<file path="src/rtl/alu_mult_sequencer.sv">
// Multi-cycle MULT/MULTU sequencer that borrows the shared ALU (add only)
// and runs a 32-step shift-and-add multiply, leaving the 64-bit product in Hi/Lo.
module alu_mult_sequencer #(
   parameter int Width = 32
) (
   input  logic             Clk,
   input  logic             Reset_n,
   input  logic             Start,
   input  logic             Signed,
   input  logic [Width-1:0] MultA,
   input  logic [Width-1:0] MultB,
   output logic             ALUReq,
   input  logic             ALUGrant,
   output logic [Width-1:0] SrcA,
   output logic [Width-1:0] SrcB,
   output logic [2:0]       ALUControl,
   input  logic [Width-1:0] ALUResult,
   output logic             Busy,
   output logic             Done,
   output logic [Width-1:0] Hi,
   output logic [Width-1:0] Lo
);

   localparam int CntW = $clog2(Width);
   localparam logic [CntW-1:0] LastStep = CntW'(Width - 1);

   localparam logic [2:0] IDLE  = 3'd0;
   localparam logic [2:0] MUL   = 3'd1;
   localparam logic [2:0] NEGLO = 3'd2;
   localparam logic [2:0] NEGHI = 3'd3;
   localparam logic [2:0] DONE  = 3'd4;

   localparam logic [2:0] AluAdd = 3'b010;

   logic [2:0]       state;
   logic [Width-1:0] hi;
   logic [Width-1:0] lo;
   logic [Width-1:0] m;
   logic [CntW-1:0]  cnt;
   logic             negflag;
   logic             negcarry;
   logic             carry;

   // Magnitude of an operand; 0x80000000 maps onto itself, which is still the
   // correct unsigned magnitude.
   function automatic logic [Width-1:0] absval(input logic [Width-1:0] x,
                                               input logic sgn);
      return (sgn & x[Width-1]) ? (~x + Width'(1)) : x;
   endfunction

   always_comb begin
      ALUReq     = 1'b0;
      SrcA       = '0;
      SrcB       = '0;
      ALUControl = 3'b000;
      case (state)
         MUL: begin
            ALUReq     = 1'b1;
            SrcA       = hi;
            SrcB       = lo[0] ? m : '0;
            ALUControl = AluAdd;
         end
         NEGLO: begin
            ALUReq     = 1'b1;
            SrcA       = ~lo;
            SrcB       = Width'(1);
            ALUControl = AluAdd;
         end
         NEGHI: begin
            ALUReq     = 1'b1;
            SrcA       = ~hi;
            SrcB       = {{(Width-1){1'b0}}, negcarry};
            ALUControl = AluAdd;
         end
         DONE: begin
            ALUControl = AluAdd;
         end
         default: ;
      endcase
   end

   // The ALU only returns a 32-bit sum; the carry out is recovered by wrap-around.
   assign carry = (ALUResult < SrcA);

   assign Busy = (state != IDLE);
   assign Done = (state == DONE);
   assign Hi   = hi;
   assign Lo   = lo;

   always_ff @(posedge Clk) begin
      if (!Reset_n) begin
         state    <= IDLE;
         hi       <= '0;
         lo       <= '0;
         m        <= '0;
         cnt      <= '0;
         negflag  <= 1'b0;
         negcarry <= 1'b0;
      end else begin
         case (state)
            IDLE: begin
               if (Start) begin
                  m       <= absval(MultA, Signed);
                  lo      <= absval(MultB, Signed);
                  hi      <= '0;
                  cnt     <= '0;
                  negflag <= Signed & (MultA[Width-1] ^ MultB[Width-1]);
                  state   <= MUL;
               end
            end
            MUL: begin
               if (ALUGrant) begin
                  {hi, lo} <= {carry, ALUResult, lo[Width-1:1]};
                  cnt      <= cnt + CntW'(1);
                  if (cnt == LastStep) begin
                     state <= negflag ? NEGLO : DONE;
                  end
               end
            end
            // Two's-complement negation of {Hi,Lo} as two ALU passes.
            NEGLO: begin
               if (ALUGrant) begin
                  lo       <= ALUResult;
                  negcarry <= (ALUResult == '0);
                  state    <= NEGHI;
               end
            end
            NEGHI: begin
               if (ALUGrant) begin
                  hi    <= ALUResult;
                  state <= DONE;
               end
            end
            DONE:    state <= IDLE;
            default: state <= IDLE;
         endcase
      end
   end

endmodule

</file>
<file path="config.mk">
export PLATFORM = sky130hd
export DESIGN_NAME = alu_mult_sequencer
export DESIGN_NICKNAME = d
export VERILOG_FILES = /design/src/rtl/alu_mult_sequencer.sv
export SDC_FILE = /design/constraint.sdc
export NUM_CORES = 1
export LEC_CHECK = 0
export CORE_MARGIN = 1.5
export CORE_UTILIZATION = 49
export DETAILED_ROUTE_END_ITERATION = 10
export HOLD_SLACK_MARGIN = 0.15
export PLACE_DENSITY = 0.82
export SLEW_MARGIN = 20
export SYNTH_ARGS = -nofsm -noshare
export SYNTH_HDL_FRONTEND = slang
export SYNTH_SLANG_ARGS = --single-unit
export TNS_END_PERCENT = 20
</file>
<file path="constraint.sdc">
create_clock -name Clk -period 3.3 [get_ports Clk]
set_input_delay 0.66 -clock Clk [delete_from_list [all_inputs] [get_ports Clk]]
set_output_delay 0.66 -clock Clk [all_outputs]
set_load 0.02 [all_outputs]
</file>
* After elaboration in Yosys (flattened, before gate mapping)
Cells that the tools add are included.
** Storage, ports and cells
- Register bits after elaboration :: 106
- Bits of input ports :: 101
- Output and inout port bits :: 134
- Logic and storage cells :: 67
** Cells by class
- Add/subtract/negate cells :: 3
- $lt $le $gt $ge :: 1
- Eq/ne operators :: 10
- Muxes and demuxes :: 24
- Bitwise operators :: 8
- Reductions and logical operators :: 14
** Operator list (count)
- $pmux W32 S3 :: 4
- $mux W32 :: 8
- $not A32 Y32 :: 4
- $add A32 B1 Y32 const B :: 2
- $logic_not A32 Y1 :: 1
- $lt A32 B32 Y1 :: 1
- $mux W3 :: 6
- $pmux W3 S4 :: 1
- $mux W5 :: 2
- $ne A2 B2 Y1 const B :: 5
- $pmux W5 S2 :: 1
- $reduce_bool A3 Y1 :: 3
- $reduce_and A4 Y1 :: 2
- $eq A3 B2 Y1 const B :: 2
- $add A5 B1 Y5 const B :: 1
- $eq A5 B5 Y1 const B :: 1
- $reduce_and A5 Y1 :: 1
- $reduce_and A2 Y1 :: 2
- $reduce_or A4 Y1 :: 1
- $and A1 B1 Y1 :: 3
- $eq A3 B1 Y1 const B :: 1
- $eq A3 B3 Y1 const B :: 1
- $logic_not A3 Y1 :: 1
- $reduce_and A3 Y1 :: 1
- other kinds (5) :: 5

* Depth between registers and ports, before layout
- Depth after elaboration :: 5
- Gate-level depth with buffers :: 14
- Depth with buffers taken out :: 10

* Worst setup path before layout
No wires, ideal clock.
- Path type :: register -> register
- From :: register state[0]
- To :: register hi[31] (netlist: Hi[31])
- Setup time :: 0.075 ns
- Data arrival time :: 2.984 ns
- Data required time :: 3.225 ns
- Setup slack :: 0.241 ns
- Cell stages (with the launch flop) :: 15
- Path buffers :: 5
- Clock period less this slack :: 3.059 ns
- Cell sequence :: dfxtp_1 -> buf_2 -> clkbuf_1 -> clkbuf_1 -> buf_1 -> clkbuf_1 -> nand2_1 -> nand2_1 -> nand2_1 -> ha_1 -> a21oi_1 -> a2bb2oi_1 -> nand4b_1 -> a2111o_1 -> o22ai_1
** On the way
- Cells in the longest elaborated chain, start to end :: 5
- Elaborated cells between the ends (all ways) :: 13
- Those cells by class :: order compare: 1; eq/ne: 6; mux: 3; reduce/logical: 3
** RTL lines
- from (decl) :: RTL line 35 : logic [2:0] state;
- from (signal assigned) :: RTL line 116 : state <= negflag ? NEGLO : DONE;
- $eq A3 B2 Y1 (tied with other cells) :: RTL line 56, 100
- $pmux W32 S3 :: RTL line 56 : case (state)
- $lt A32 B32 Y1 :: RTL line 83 : assign carry = (ALUResult < SrcA);
- $mux W32 :: RTL line 112 : if (ALUGrant) begin
- $pmux W32 S3 :: RTL line 100 : case (state)
- to (signal assigned) :: RTL line 113 : {hi, lo} <= {carry, ALUResult, lo[Width-1:1]};
- to (signal assigned) :: RTL line 130 : hi <= ALUResult;
- to (decl) :: RTL line 36 : logic [Width-1:0] hi;
Parallel ways exist; a longest one is shown, timed or not. The select of a mux whose other input is x is not followed.
A chain may end at the register's enable or synchronous reset.

* Worst setup path after layout
- From :: register state[1]
- To :: output SrcA[16]
** On the way
- Cells in the longest elaborated chain, start to end :: 2
- Elaborated cells between the ends (all ways) :: 4
- Those cells by class :: eq/ne: 3; mux: 1
** RTL lines
- $eq A3 B2 Y1 / $eq A3 B1 Y1 (equally long branches) :: RTL line 56
- $pmux W32 S3 * :: RTL line 56
- to (decl) :: RTL line 14 : output logic [Width-1:0] SrcA,
Every way passes the cells marked *; elsewhere a longest branch is shown, timed or not.

==> out/qor.txt <==
Fin crit period: 3.16 ns
CP Cell Sequence: buf_12 > or3b_2 > nand2_1 > nand2_1 > inv_1 > clkdlybuf4s50_1
Die height: 133 um
Core area: 16600 um^2
RSZ-0062 raised after global routing: false
Hold Fails Final Rpt: 0
Post-CTS setup buffers: 0
Drc violations: 0
WP buf/inv: 3
Clock network power share: 17.3%
Die Wd: 133 um
Global-route usage over all layers: 33.2%
Vias per cell: 6.34
Design area: 11300 um^2
Synth async-reset ratio: 0%
# rows: 47
FILL cells: 1413
Initial core utilization: 50.2%
Slowest stage delay, CP: 0.59 ns
Yosys warns: 0
Most common cell after layout, fill and taps aside: clkdlybuf4s50_1
Hold crit path type: reg -> reg
TritonRoute pass-1 iters: 6
Tcrit/Tclk final: 95.8%
DR iter-0 viols: 1320
Setup violators final: 0
Data required time of the worst path: 2.64 ns
Commonest cells after routing, fill and taps aside: clkdlybuf4s50_1, nand2_1, nor2_1
CTS H-Tree Depth: 3
Mean Syn Cell Area: 7.37 um^2
Metal2 WL: 13.5 mm
Insertion delay of the later-clocked pin in the worst-skew pair: 0.36 ns
Vias in the first global route: 8798
Share of layout cells above drive strength 1: 8.44%
DR WL met3: 3.63 mm
Port Buffers: 232
# IOs: 235
# clock sinks: 106
Ant. Diodes: 0
Crit-path max FO: 26
Longest Clk Path Bufs: 2
CTS tree: done
Crit. End Element: output pin
First-pass GRT wire length: 47.6 mm
Crit-path slowest cell: clkdlybuf4s50_1
Worst-path clk slew: 0.08 ns
Number of gates resized after cts: 0
Max-Cap Viols: 0
Pwr dens: 630 nW/um^2
Crit path max-delay family: buffers and inverters
Internal power: 4000 uW
Detail Placement HPWL: 22.1 mm
DP Area: 11000 um^2
Combinational Power Share: 55.5%
Final #Nets: 1458
WS Path Type: reg -> out
Worst reg2reg setup slack: 0.57 ns
CP Launch Type: flop
Worst slew pin tran: 0.749 ns
Area Overhead vs Synth: 35.9%
Post-synthesis sequential area ratio: 25.5%
Yosys reg bits: 106
Via count: 9807
Switching Power: 3130 uW
Initial antenna violation count: 0
Overflow after GRT: 0
Final ANT Viol Nets: 0
Slew headroom: 49.6%
WL met1: 12.0 mm
Post-synth EDFFs: 0
Die ar.: 17800 um^2
Drt wl/cell: 19.5 um
Fmax: 316 MHz
CTS root buf: clkbuf_16
Max IR drop VDD: 315 uV
GPL Wtd Cong: 0.924
Setup TNS: 0 ns
Post-CTS Hold Buffers: 0
Crit path DAT: 2.50 ns
Sequential share of power: 27.2%
Crit path top cell by count: nand2_1
Wirelength, routed: 30.2 mm
Max Used Layer: met4
Status: completed
Largest net degree at the start of global routing: 71
Post-synthesis cell count: 1129
Max-slew violations: 0
Synthesized cell area: 8330 um^2
Leak pwr: 0.00459 uW
Clock Skew: 0.00635 ns
Post-synth cell types: 69
Sw Ratio: 43.9%
CTS buffer count: 9
Synth Flop Type: dfxtp_1
kinds of logic after synthesis:
logic type,after synthesis,share of synthesized area [%]
adder cells (fa/ha/maj),35,5.26
flip-flops,106,25.5
AO/OA/AOI/OAI,299,24.8
other,1,0.0450
XOR/XNOR,60,6.31
buffers and inverters,143,6.58
AND/OR/NAND/NOR,465,29.1
multiplexers,20,2.40
power by group through the flow:
stage	sequential [uW]	combinational, uW	clock, uW
after floorplan	2100	2110	0
after global placement	1940	3820	0
after detailed placement	1960	3900	0
after CTS	1930	3910	1220
after global routing	1970	4260	1290
final	1940	3960	1230
path summary, 6_finish.rpt:
check	endpoint	depth (start not counted)	start
max	SrcA[16]	6	state[1]
min	negflag	2	negflag
max reg2reg	Hi[31]	10	state[1]
min reg2reg	negflag	2	negflag
worst reg2reg max path, stage by stage (launching register included):
cell	delay (ns)
dfxtp_2	0.58
buf_12	0.25
xor2_1	0.17
a21oi_1	0.08
or2_2	0.33
ha_1	0.35
nand2_1	0.09
a2bb2oi_1	0.17
nand4b_1	0.13
a2111o_1	0.39
o22ai_1	0.13
state kept, by name (all words and copies together) (netlist names):
signal and cells:
Hi 32, Lo 32, m 32, cnt 5, state 3, negcarry 1
negflag 1
routing by layer:
metal | vias up | track usage [%]
met5 | - | 0
li1 | 4560 | -
met1 | 4486 | 43.4
met2 | 680 | 52.8
met3 | 81 | 7.99
met4 | 0 | 13.3
area by class of cell:
cell class | instances | area, um^2 | area share (%)
Tap cell | 220 | 275 | 2.43
Clock inverter | 6 | 88.8 | 0.785
Clock buffer | 10 | 239 | 2.11
Inverter | 50 | 188 | 1.66
Timing Repair Buffer | 274 | 2710 | 24.0
Sequential cell | 106 | 2120 | 18.8
Multi-Input combinational cell | 881 | 5690 | 50.3
cells in the mapped netlist (all sizes together), types with 34 or more instances:
library cell / instances / share of area, %
a211oi: 58 / 5.2
and3: 42 / 3.2
nand2: 146 / 6.6
a21oi: 60 / 3.6
nor2: 107 / 4.9
ha: 35 / 5.3
dfxtp: 106 / 25
xor2: 34 / 3.6
inv: 49 / 2.2
clkbuf: 79 / 3.6
a22oi: 46 / 4.1
o21ai: 39 / 2.3
stage by stage:
stage | cells | worst slack [ns] | util [%] | power [uW] | hold slack, ns
after global routing | 1547 | 0.0380 | 68.2 | 7520 | 0.517
after detailed placement | 1531 | 0.218 | 66.3 | 5850 | 0.450
after CTS | 1547 | 0.00643 | 68.2 | 7060 | 0.477
after floorplan | 1130 | 0.241 | - | 4210 | 0.432
final | 1547 | 0.140 | 68.2 | 7130 | 0.473
after global placement | 1531 | 0.243 | 66.3 | 5760 | 0.445
Note: power is estimated with default switching activity, not from simulation.
